`config.mk`:
```
export PLATFORM = sky130hd
export DESIGN_NAME = sfx_note_sequencer
export DESIGN_NICKNAME = d
export VERILOG_FILES = /design/src/rtl/audio_pkg.sv /design/src/rtl/sfx_note_sequencer_tick_gen.sv /design/src/rtl/sfx_note_sequencer.sv
export SDC_FILE = /design/constraint.sdc
export NUM_CORES = 1
export LEC_CHECK = 0
export BUFFER_PORTS_ARGS = -buffer_cell sky130_fd_sc_hd__buf_2
export CAP_MARGIN = 20
export CORE_MARGIN = 1.5
export CORE_UTILIZATION = 25
export DETAILED_ROUTE_END_ITERATION = 8
export PLACE_DENSITY = 0.44
export SYNTH_ARGS = -nofsm -noshare
export SYNTH_HDL_FRONTEND = slang
export SYNTH_SLANG_ARGS = --single-unit
```
`constraint.sdc`:
```
create_clock -name i_clk -period 3.3 [get_ports i_clk]
set_input_delay 0.66 -clock i_clk [delete_from_list [all_inputs] [get_ports i_clk]]
set_output_delay 0.66 -clock i_clk [all_outputs]
set_load 0.02 [all_outputs]
```
`src/rtl/audio_pkg.sv`:
```
// Shared audio definitions: effect indices, note-entry layout and the sound-effect note ROM.
package audio_pkg;

    localparam int FREQ_W = 24;
    localparam int DUR_W  = 16;

    localparam logic [1:0] SFX_LASER   = 2'd0;
    localparam logic [1:0] SFX_EXPLODE = 2'd1;
    localparam logic [1:0] SFX_HIT     = 2'd2;
    localparam logic [1:0] SFX_COIN    = 2'd3;

    typedef struct packed {
        logic [FREQ_W-1:0] freq;
        logic [DUR_W-1:0]  dur;
    } sfx_entry_t;

    localparam sfx_entry_t END_MARKER = '{freq: '0, dur: '0};

    typedef enum logic [1:0] {
        ST_IDLE,
        ST_LOAD,
        ST_PLAY
    } seq_state_t;

    function automatic sfx_entry_t note(input int f, input int d);
        sfx_entry_t e;
        e.freq = FREQ_W'(f);
        e.dur  = DUR_W'(d);
        return e;
    endfunction

    // freq==0 with dur!=0 is a rest; freq!=0 with dur==0 is skipped by the sequencer.
    function automatic sfx_entry_t sfx_rom(input logic [1:0] sel, input logic [3:0] idx);
        sfx_entry_t e;
        e = END_MARKER;
        case (sel)
            SFX_LASER: begin
                case (idx)
                    4'd0:    e = note(1760, 20);
                    4'd1:    e = note(1320, 20);
                    4'd2:    e = note(880, 40);
                    default: e = END_MARKER;
                endcase
            end
            SFX_EXPLODE: begin
                case (idx)
                    4'd0:    e = note(110, 50);
                    4'd1:    e = note(0, 20);
                    4'd2:    e = note(82, 80);
                    default: e = END_MARKER;
                endcase
            end
            SFX_HIT: begin
                case (idx)
                    4'd0:    e = note(440, 0);
                    4'd1:    e = note(660, 10);
                    default: e = END_MARKER;
                endcase
            end
            SFX_COIN: e = note(988, 5);
            default:  e = END_MARKER;
        endcase
        return e;
    endfunction

endpackage

```
`src/rtl/sfx_note_sequencer_tick_gen.sv`:
```
// Duration tick generator: one-cycle pulse every TICK_DIV cycles, restarted by i_clr.
// Latency: first pulse on the TICK_DIV-th cycle after i_clr drops.
// Backpressure: none; free-running while i_clr is low.
module tick_gen #(
    parameter int TICK_DIV = 12
) (
    input  logic i_clk,
    input  logic i_rst_n,
    input  logic i_clr,
    output logic o_tick
);

    localparam int              CNT_W = (TICK_DIV > 2) ? $clog2(TICK_DIV) : 1;
    localparam logic [CNT_W-1:0] LAST = CNT_W'(TICK_DIV - 1);

    logic [CNT_W-1:0] cnt_q;

    always_ff @(posedge i_clk or negedge i_rst_n) begin
        if (!i_rst_n) begin
            cnt_q <= '0;
        end else if (i_clr || (cnt_q == LAST)) begin
            cnt_q <= '0;
        end else begin
            cnt_q <= cnt_q + CNT_W'(1);
        end
    end

    assign o_tick = !i_clr && (cnt_q == LAST);

endmodule

```
`src/rtl/sfx_note_sequencer.sv`:
```
// Sound-effect sequencer: walks a per-effect note ROM and drives tone frequency and gate.
// Latency: trigger sampled at one edge, LOAD next cycle, first note visible the cycle after.
// Backpressure: none; a trigger while busy aborts the running effect and restarts.
module sfx_note_sequencer
    import audio_pkg::*;
#(
    parameter int                CLK_FREQ  = 12000000,
    parameter int                TICK_HZ   = 1000,
    parameter logic [FREQ_W-1:0] IDLE_FREQ = 24'd1
) (
    input  logic              i_clk,
    input  logic              i_rst_n,
    input  logic              i_trigger,
    input  logic [1:0]        i_sfx_sel,
    output logic [FREQ_W-1:0] o_freq,
    output logic              o_gate,
    output logic              o_busy,
    output logic              o_done
);

    // Must be at least 2 so the tick counter has a distinct wrap cycle.
    localparam int TICK_DIV = CLK_FREQ / TICK_HZ;

    seq_state_t       state_q, state_d;
    logic [1:0]       sel_q;
    logic [4:0]       idx_q;
    logic [DUR_W-1:0] dur_q;
    logic             tick;
    sfx_entry_t       entry;
    logic             is_end, is_skip;
    logic             start, accept, finish, advance;

    assign entry = sfx_rom(sel_q, idx_q[3:0]);

    // idx_q[4] set means all 16 entries were consumed without an end marker.
    assign is_end  = idx_q[4] || ((entry.freq == '0) && (entry.dur == '0));
    assign is_skip = !idx_q[4] && (entry.freq != '0) && (entry.dur == '0);

    tick_gen #(
        .TICK_DIV(TICK_DIV)
    ) u_tick_gen (
        .i_clk  (i_clk),
        .i_rst_n(i_rst_n),
        .i_clr  (state_q != ST_PLAY),
        .o_tick (tick)
    );

    always_ff @(posedge i_clk or negedge i_rst_n) begin
        if (!i_rst_n) begin
            state_q <= ST_IDLE;
        end else begin
            state_q <= state_d;
        end
    end

    always_comb begin
        state_d = state_q;
        start   = 1'b0;
        accept  = 1'b0;
        finish  = 1'b0;
        advance = 1'b0;
        o_done  = 1'b0;
        case (state_q)
            ST_IDLE: begin
                if (i_trigger) begin
                    start   = 1'b1;
                    state_d = ST_LOAD;
                end
            end
            ST_LOAD: begin
                if (i_trigger) begin
                    start   = 1'b1;
                    state_d = ST_LOAD;
                end else if (is_end) begin
                    finish  = 1'b1;
                    o_done  = 1'b1;
                    state_d = ST_IDLE;
                end else if (is_skip) begin
                    advance = 1'b1;
                end else begin
                    accept  = 1'b1;
                    state_d = ST_PLAY;
                end
            end
            ST_PLAY: begin
                if (i_trigger) begin
                    start   = 1'b1;
                    state_d = ST_LOAD;
                end else if (tick && (dur_q == DUR_W'(1))) begin
                    advance = 1'b1;
                    state_d = ST_LOAD;
                end
            end
            default: state_d = ST_IDLE;
        endcase
    end

    always_ff @(posedge i_clk or negedge i_rst_n) begin
        if (!i_rst_n) begin
            sel_q  <= '0;
            idx_q  <= '0;
            dur_q  <= '0;
            o_freq <= IDLE_FREQ;
            o_gate <= 1'b0;
        end else if (start) begin
            sel_q  <= i_sfx_sel;
            idx_q  <= '0;
            o_freq <= IDLE_FREQ;
            o_gate <= 1'b0;
        end else begin
            if (advance) begin
                idx_q <= idx_q + 5'd1;
            end
            if (accept) begin
                dur_q  <= entry.dur;
                o_freq <= (entry.freq != '0) ? entry.freq : IDLE_FREQ;
                o_gate <= (entry.freq != '0);
            end else if ((state_q == ST_PLAY) && tick) begin
                dur_q <= dur_q - DUR_W'(1);
            end
            if (finish) begin
                o_freq <= IDLE_FREQ;
                o_gate <= 1'b0;
            end
        end
    end

    assign o_busy = (state_q != ST_IDLE);

endmodule

```
# Word-level counts from Yosys, hierarchy flattened
# Index checks and enable logic that the tools add are counted.
dict set report totals {
  register_bits 64
  in_bits 5
  output_inout_bits 27
}
dict set report op_classes {
  addsub 3
  n_eq_ne 13
  n_mux 38
  n_bitwise 1
  n_reduce_logical 23
}
# op n
set ops {}
lappend ops {{$pmux W40 S4} 1}
lappend ops {{$mux W24} 4}
lappend ops {{$pmux W27 S3} 1}
lappend ops {{$pmux W23 S3} 1}
lappend ops {{$pmux W26 S2} 1}
lappend ops {{$mux W16} 2}
lappend ops {{$logic_not A24 Y1} 1}
lappend ops {{$reduce_bool A24 Y1} 1}
lappend ops {{$mux W1} 17}
lappend ops {{$eq A16 B1 Y1 const B} 1}
lappend ops {{$logic_not A16 Y1} 1}
lappend ops {{$sub A16 B1 Y16 const B} 1}
lappend ops {{$add A14 B1 Y14 const B} 1}
lappend ops {{$eq A14 B14 Y1 const B} 1}
lappend ops {{$mux W14} 1}
lappend ops {{$mux W2} 6}
lappend ops {{$mux W5} 2}
lappend ops {{$eq A2 B2 Y1 const B} 3}
lappend ops {{$logic_and A1 B1 Y1} 6}
lappend ops {{$pmux W2 S3} 1}
lappend ops {{$reduce_bool A2 Y1} 3}
lappend ops {{$add A5 B1 Y5 const B} 1}
lappend ops {{$eq A2 B1 Y1 const B} 2}
lappend ops {{$eq A4 B1 Y1 const B} 1}
lappend ops {{14 further kinds} 18}

# Longest topological paths before layout
# Gate-level depths: netlist of the first run.
dict set report logic_depth {
  word_depth 13
  mapped_depth 8
}

# Cells and area by module
# From an unflattened synthesis of the first run, not the netlist that was laid out.
dict set report unflattened {
  cells_unflattened 339
  area_unflattened_um2 3274.4
}
# mod instances cells_each area_each_um2 seq_area_each_um2
set modules_own_cells {}
lappend modules_own_cells {sfx_note_sequencer 1 270 2576.2 927.1}
lappend modules_own_cells {tick_gen 1 69 698.2 350.3}

# Least setup slack after synthesis of the first run
# Ideal clock, no wire load.
dict set report synth_path {
  kind {reg2out}
  start {register idx_q[0]}
  end {output o_done}
  arrival_ns 1.545
  required_time_ns 2.640
  slack_ns 1.095
  stages_incl_launch_ff 7
  path_buffers 1
  path_cell_list {dfrtp_1 inv_1 ha_1 clkbuf_1 o31ai_1 a21oi_1 nor2_1}
}
dict set report synth_between {
  elab_chain_cells 9
  elab_cells_between_ends 14
  cone_classes {2 x eq/ne; 7 x mux; 5 x reduce/logical}
}
# element line
set synth_rtl {}
lappend synth_rtl {{start, declared} sfx_note_sequencer.sv:26} ;# logic [4:0] idx_q;
lappend synth_rtl {{start signal, assigned} sfx_note_sequencer.sv:112} ;# idx_q <= idx_q + 5'd1;
lappend synth_rtl {{$eq A4 B2 Y1, or another cell as far along} {audio_pkg.sv:38, audio_pkg.sv:46}}
lappend synth_rtl {{$pmux W23 S3, or another cell as far along} audio_pkg.sv:46} ;# case (idx)
lappend synth_rtl {{$pmux W40 S4 *} audio_pkg.sv:36} ;# case (sel)
lappend synth_rtl {{$logic_not A24 Y1 or $logic_not A16 Y1 (tied branches)} sfx_note_sequencer.sv:36} ;# assign is_end = idx_q[4] || ((entry.freq == '0) && (entry.dur == '0));
lappend synth_rtl {{$logic_and A1 B1 Y1 *} sfx_note_sequencer.sv:36}
lappend synth_rtl {{$logic_or A1 B1 Y1 *} sfx_note_sequencer.sv:36}
lappend synth_rtl {{$mux W1 *} sfx_note_sequencer.sv:74} ;# end else if (is_end) begin
lappend synth_rtl {{$mux W1 *} sfx_note_sequencer.sv:71} ;# if (i_trigger) begin
lappend synth_rtl {{$mux W1 *} sfx_note_sequencer.sv:63} ;# case (state_q)
lappend synth_rtl {{end, declared} sfx_note_sequencer.sv:18} ;# output logic o_done
# Every way passes the cells marked *; elsewhere a longest branch is shown, timed or not. The select of a mux whose other input is x is not followed.

# Worst setup path after layout of the first run
# Same ends and word-level chain as after synthesis.

==> implementation parameters, run 1 <==
Parameter                              Value

Status
  Status    complete, no violations

Synth
  Average footprint of a synthesized cell    9.21 µm²
  Warnings, synthesis    0
  Mapped Area    ~3000 µm²
  Main combinational cell family by area after synthesis    simple AND/OR/NAND/NOR gates
  Area fraction in and, or, nand and nor cells after synthesis    25.5%
  Multiplexer fraction of the synthesized cell area    2.12%
  Cell variety after synth    52
  Number of standard cells after synthesis    334
  Synth Area in XOR/XNOR    between 6 and 7%
  Synthesized-area fraction occupied by ao, oa, aoi and oai cells    13.6%
  Fraction of the yosys area taken by sequential cells    between 40 and 50%
  Adder and majority cell fraction of the synthesized area    under 10%
  Dominant register cell in the synthesized netlist    dfrtp_1
  Proportion of register bits with asynchronous set or reset after synthesis    100%
  Number of synthesized flops with an enable pin    0
  Number of register bits inferred by synthesis    51

Timing
  Worst clock skew    0.00892 ns
  Final count of pins violating max slew    0
  Final total negative setup slack    0 ns
  Post-layout minimum cycle time    between 2 and 3 ns
  Share of the clock period used by the worst path after layout    81.5%
  Max-slew headroom at the worst pin    59.0%
  Max Clk Rate    roughly 370 MHz
  Final Worst Setup Slack    0.611 ns
  Worst hold slack after final layout    0.321 ns
  Number of hold violations in the final report    0
  Setup repair after global routing missed its margin    false
  Setup violators final    0
  Slew at the pin closest to its max-slew limit    0.609 ns

Final layout
  Final-stage net count    366
  Final core area utilization    around 28%
  Fraction of layout instances using a drive strength above 1    13.1%
  Most used cells in the layout excluding fill and tap cells    dfrtp_1, nor2_1, nand2_1, xnor2_1, a21oi_1
  Leading cell type in the layout, fill and taps excluded    dfrtp_1
  Diode count    0
  Finished layout cell area    roughly 3400 µm²
  Layout overhead on the synthesized area    11.2%

Place
  Post-Place Setup Slack    0.737 ns
  GPL Wtd Cong    0.774
  Placed inst area    3280 µm²
  Detailed-placement wirelength estimate    4.91 mm
  I/O Buffers    18

Critical path
  Setup crit end kind    primary output
  Worst setup startpoint    idx_q[0]$_DFFE_PN0P_
  Data arrival time at the worst-slack endpoint    2.03 ns
  Setup crit start kind    flip-flop
  Reg2Reg Capture Point    dur_q[3]$_DFFE_PN0P_
  Reg2Reg Depth    8
  Setup slack of the worst register-to-register path    0.71 ns
  Termination of the worst setup path    o_done
  RR Startpoint    idx_q[0]$_DFFE_PN0P_
  Required time of the critical path    2.64 ns
  WS Path Type    reg -> out
  Worst Path Max Fanout    6

Pwr
  Total power density per cell area    634 nW/µm²
  Max VDD drop    approximately 0.26 mV
  Leakage dissipation    ~0.0014 µW

Clocking
  Clk pin slew, worst setup/hold paths    approximately 0.07 ns
  Max Buffers Root-to-Sink    2
  Post-CTS setup repair buffer count    0
  TritonCTS clock tree    built
  Sink Count    51
  Resized cells post-CTS    0
  H-tree depth    2
  Buffer cell driving the clock tree root    clkbuf_16
  Clk Latency, worst-skew pair    0.29 ns
  Num CTS Buffers    5
  # hold bufs at CTS    0

Global routing
  Number of antenna violations at the first check in global routing    0
  Vias in the first global route    2,341
  Maximum number of pins on one net before global-route repair    33
  First-pass GRT wire length    11.6 mm
  GRT Residual Overflow    0
  Total global-route track usage    11.1%

Run
  Max capacitance violation total    0

Routing
  Total length of routed wires    6.82 mm
  Average vias per placed instance    4.83
  DRC violation count after routing    0
  Detailed-routing iteration count for the pre-antenna-repair pass    4
  Residual antenna-violating net count after detailed routing    0
  DRC marker count from the first detailed-route iteration    78
  Vias    2,403
  Routed wire per std cell    13.7 µm

Floorplan
  Overall die height    114 µm
  Die Footprint    13,000 µm²
  Floorplan die width    114 µm
  Initial standard-cell utilization of the core    about 26%
  Num rows    40
  Placeable core area    12,000 µm²
  I/O pins    32

Min path
  Hold Crit Class    in -> async
-- cells by family after synthesis --
| logic type | after synthesis |
|---|---|
| AND/OR/NAND/NOR | 141 |
| AO/OA/AOI/OAI | 65 |
| flip-flops | 51 |
| buffers and inverters | 36 |
| XOR/XNOR | 23 |
| adder cells (fa/ha/maj) | 11 |
| multiplexers | 6 |
| other | 1 |
-- worst max-delay path: stages, from the launching register on --
cell	delay (ns)
dfrtp_1	0.43
inv_1	0.10
ha_1	0.27
nor2b_1	0.30
o31ai_1	0.10
a21oi_1	0.27
nor2_1	0.10
buf_2	0.17
-- how the worst min path moves through the flow --
stage | start | to | slack (ns)
floorplan | i_rst_n | dur_q[0]$_DFFE_PN0P_ | 0.36
global route | i_rst_n | o_gate$_DFFE_PN0P_ | 0.35
finish | i_rst_n | o_gate$_DFFE_PN0P_ | 0.32
global placement | o_freq[10]$_DFFE_PN0P_ | o_freq[10]$_DFFE_PN0P_ | 0.45
detailed placement | o_freq[0]$_DFFE_PN1P_ | o_freq[0]$_DFFE_PN1P_ | 0.46
CTS | i_rst_n | o_gate$_DFFE_PN0P_ | 0.34
-- metal layers --
metal / up-vias / GRT usage [%] / share of wire (%)
li1: 1198 / - / -
met1: 1151 / 14.6 / 48
met2: 43 / 18.4 / 48
met3: 11 / 2.23 / 3.2
met4: 0 / 3.67 / 1.7
met5: - / 0 / 0
-- metrics by stage --
stage / total power, µW / std cells
after global placement: 1670 / 490
after global routing: 2330 / 498
after CTS: 2210 / 498
after floorplan: 1460 / 346
after detailed placement: 1680 / 490
final: 2170 / 498
-- cell type report --
cell class | instances | area (µm²)
well taps | 147 | 184
repair buffers | 22 | 120
multi-input cells | 259 | 1660
clock inverters | 2 | 12.5
inverters | 11 | 41.3
flip-flops and latches | 51 | 1280
clock buffers | 6 | 129
fillers | 1291 | 8590
-- registers in the layout (all words and copies together) (netlist names) --
register          flops
dur_q                16
idx_q                 5
o_freq               11
o_gate                1
sel_q                 2
state_q               2
u_tick_gen.cnt_q     14
-- Yosys cell counts, types with 2 or more instances --
master / count / share of area (%)
and3_1: 2 / 0.41
nor3_1: 10 / 1.6
o21ai_0: 14 / 2.3
xnor2_1: 19 / 5.4
nor2b_1: 9 / 1.8
nand3_1: 17 / 2.8
o31ai_1: 8 / 2.0
nand2b_1: 2 / 0.41
o21a_1: 3 / 0.73
dfrtp_1: 50 / 41
nand3_2: 2 / 0.65
and2_1: 3 / 0.61
nand4b_1: 2 / 0.57
inv_1: 11 / 1.3
mux2i_1: 2 / 0.65
or4_4: 2 / 0.73
buf_2: 2 / 0.33
nor4_1: 9 / 1.8
and4_1: 2 / 0.57
nor2_1: 38 / 4.6
or2_2: 3 / 0.61
nand4_1: 7 / 1.4
clkbuf_1: 10 / 1.2
mux2_2: 4 / 1.5
ha_1: 11 / 4.5
or3_1: 4 / 0.81
nand2_1: 21 / 2.6
a22o_1: 8 / 2.3
xor2_1: 4 / 1.1
a21oi_1: 19 / 3.1
a21boi_0: 3 / 0.73
buf_4: 13 / 3.2
-- report_power, final --
group | switching (µW) | internal [µW] | total [µW]
logic | 497 | 307 | 804
registers | 118 | 742 | 860
clock network | 224 | 280 | 504
Power figures use the tool's default switching activity.
==> inputs of run 2 (changes only) <==
--- a/config.mk
+++ b/config.mk
@@ -5,6 +5,7 @@
 export SDC_FILE = /design/constraint.sdc
 export NUM_CORES = 1
 export LEC_CHECK = 0
+export ABC_AREA = 1
 export BUFFER_PORTS_ARGS = -buffer_cell sky130_fd_sc_hd__buf_2
 export CAP_MARGIN = 20
 export CORE_MARGIN = 1.5
==> constraint.sdc (replaced) <==
create_clock -name i_clk -period 2.6 [get_ports i_clk]
set_input_delay 0.52 -clock i_clk [delete_from_list [all_inputs] [get_ports i_clk]]
set_output_delay 0.52 -clock i_clk [all_outputs]
set_load 0.02 [all_outputs]
==> implementation parameters, run 2 <==
Parameter                              Value

Routing
  Vias    2,914
  Average vias per placed instance    4.39
  DRC marker count from the first detailed-route iteration    117
  DRC violation count after routing    0
  Routed wire per std cell    11.8 µm
  Detailed-routing iteration count for the pre-antenna-repair pass    5
  Total length of routed wires    7.84 mm
  Residual antenna-violating net count after detailed routing    0

Final layout
  Max reg flops    16
  Layout overhead on the synthesized area    14.2%
  Largest register by flop count    dur_q
  Final core area utilization    29.1%
  Diode count    0
  Final-stage net count    between 500 and 600
  Leading cell type in the layout, fill and taps excluded    nand2_1
  Leading registers by flop count    dur_q: 16 flops, u_tick_gen.cnt_q: 14 flops, o_freq: 11 flops
  Most used cells in the layout excluding fill and tap cells    nand2_1, inv_1, dfrtp_1, nor2_1, nand4_1
  Fraction of layout instances using a drive strength above 1    12.1%

Synth
  Cell variety after synth    35
  Number of standard cells after synthesis    461
  Mapped Area    between 3000 and 4000 µm²
  Proportion of register bits with asynchronous set or reset after synthesis    100%
  Synth top area cells    dfrtp_1, nand2_1, inv_1, nand4_1, xor2_1
  Number of register bits inferred by synthesis    51
  Warnings, synthesis    0
  Fraction of the yosys area taken by sequential cells    38.2%
  Top-area cell type share of the netlist area    between 30 and 40%
  Most area-hungry cell type in the Yosys netlist    dfrtp_1
  Dominant register cell in the synthesized netlist    dfrtp_1
  List of most frequent post-synthesis cells    nand2_1, inv_1, dfrtp_1
  Average footprint of a synthesized cell    slightly above 7 µm²
  Number of synthesized flops with an enable pin    0
  Library cell with the highest instance count after synthesis    nand2_1

Critical path
  Setup crit start kind    flip-flop
  RR Startpoint    idx_q[1]$_DFFE_PN0P_
  Worst Path Max Fanout    5
  Required time of the critical path    ~2.1 ns
  Reg2Reg Capture Point    dur_q[15]$_DFFE_PN0P_
  Reg2Reg Depth    11
  WS Path Type    reg -> out
  Data arrival time at the worst-slack endpoint    1.97 ns
  Setup crit end kind    primary output
  Setup slack of the worst register-to-register path    0.34 ns

Timing
  Slew at the pin closest to its max-slew limit    ~0.58 ns
  Final count of pins violating max slew    0
  Max Clk Rate    401 MHz
  Share of the clock period used by the worst path after layout    95.9%
  Worst clock skew    0.00503 ns
  Setup violators final    0
  Worst hold slack after final layout    0.216 ns
  Final total negative setup slack    0 ns
  Post-layout minimum cycle time    2.49 ns
  Number of hold violations in the final report    0
  Final Worst Setup Slack    approximately 0.11 ns
  Max-slew headroom at the worst pin    61.6%

Status
  Status    complete, no violations

Pwr
  Design Power    3550 µW
  Max VDD drop    0.382 mV
  Leakage dissipation    about 0.0020 µW
  Total power density per cell area    931 nW/µm²

Clocking
  Clk pin slew, worst setup/hold paths    0.07 ns
  Buffer cell driving the clock tree root    clkbuf_16
  Clk Latency, worst-skew pair    about 0.29 ns
  H-tree depth    2
  # hold bufs at CTS    0
  Sink Count    between 50 and 60
  Max Buffers Root-to-Sink    2
  TritonCTS clock tree    built
  Num CTS Buffers    5

Floorplan
  I/O pins    32
  Num rows    42
  Initial standard-cell utilization of the core    25.4%
  Floorplan die width    119 µm
  Overall die height    119 µm
  Placeable core area    approximately 13,000 µm²
  Die Footprint    14,100 µm²

Place
  GPL Wtd Cong    approximately 0.85
  Post-Place Setup Slack    approximately 0.33 ns
  I/O Buffers    18
  Detailed-placement wirelength estimate    5.88 mm

Global routing
  First-pass GRT wire length    13.2 mm
  Maximum number of pins on one net before global-route repair    29
  Total global-route track usage    11.6%
  GRT Residual Overflow    0
  Vias in the first global route    2,792
  Number of antenna violations at the first check in global routing    0

Min path
  Hold Crit Class    in -> async

Run
  Max capacitance violation total    0
[run 2: repair_timing]
action | in CTS | in global routing
buffers inserted | 0 | 5
endpoints found under the setup margin | 0 | 1
gates resized for setup | 0 | 5
[run 2: how the worst max path moves through the flow]
stage | end | cells past startpoint | slack (ns) | start
finish | o_done | 10 | 0.11 | idx_q[1]$_DFFE_PN0P_
global route | o_done | 8 | -0.03 | idx_q[1]$_DFFE_PN0P_
CTS | o_done | 10 | 0.03 | idx_q[0]$_DFFE_PN0P_
detailed placement | dur_q[15]$_DFFE_PN0P_ | 11 | 0.33 | idx_q[0]$_DFFE_PN0P_
global placement | o_freq[1]$_DFFE_PN0P_ | 10 | 0.39 | idx_q[1]$_DFFE_PN0P_
floorplan | o_done | 8 | 0.40 | idx_q[0]$_DFFE_PN0P_
[run 2: worst max-delay path: stages, from the launching register on]
cell	delay, ns
dfrtp_1	0.42
inv_1	0.09
ha_1	0.25
nand2_2	0.11
nor2_1	0.07
nor2_2	0.14
nand3_2	0.13
nand2_1	0.13
nand4_2	0.11
inv_1	0.08
buf_2	0.16
[run 2: final cells by class]
cell class	count	area [µm²]
clock buffers	5	125
clock inverters	3	43.8
fillers	1505	9320
inverters	69	259
multi-input cells	332	1710
flip-flops and latches	51	1280
well taps	176	220
repair buffers	28	178
[run 2: layer usage]
metal	global-route usage, %	part of all wire [%]	wire, µm	vias up
li1	-	-	-	1494
met1	14.9	46	3640	1366
met2	19.9	49	3870	47
met3	2.03	2.9	224	7
met4	3.61	1.4	107	0
met5	0	0	0	-
[run 2: logic make-up (layout without fill, tap and decap cells)]
| kind of cell | Yosys count | in the layout | share of synthesized area, % |
|---|---|---|---|
| and+or+nand+nor | 249 | 249 | 33.6 |
| buffers and inverters | 90 | 105 | 12.2 |
| DFF | 51 | 51 | 38.2 |
| AOI/OAI and AO/OA | 40 | 40 | 6.77 |
| xor gates and xnor gates | 19 | 19 | 4.98 |
| adders and majority gates | 11 | 11 | 4.12 |
| other | 1 | 13 | 0.112 |
[run 2: metrics by stage]
stage / std cells / area (µm²)
3_3_place_gp: 651 / 3600
5_1_grt: 664 / 3820
3_5_place_dp: 651 / 3600
2_1_floorplan: 473 / 3390
4_1_cts: 659 / 3770
6_report: 664 / 3820
[run 2: where the power goes]
| part | switching (µW) | leakage, µW | internal [µW] |
|---|---|---|---|
| Clock | 301 | 0.0000838 | 454 |
| Combinational | 1100 | 0.00128 | 564 |
| Sequential | 156 | 0.000686 | 980 |
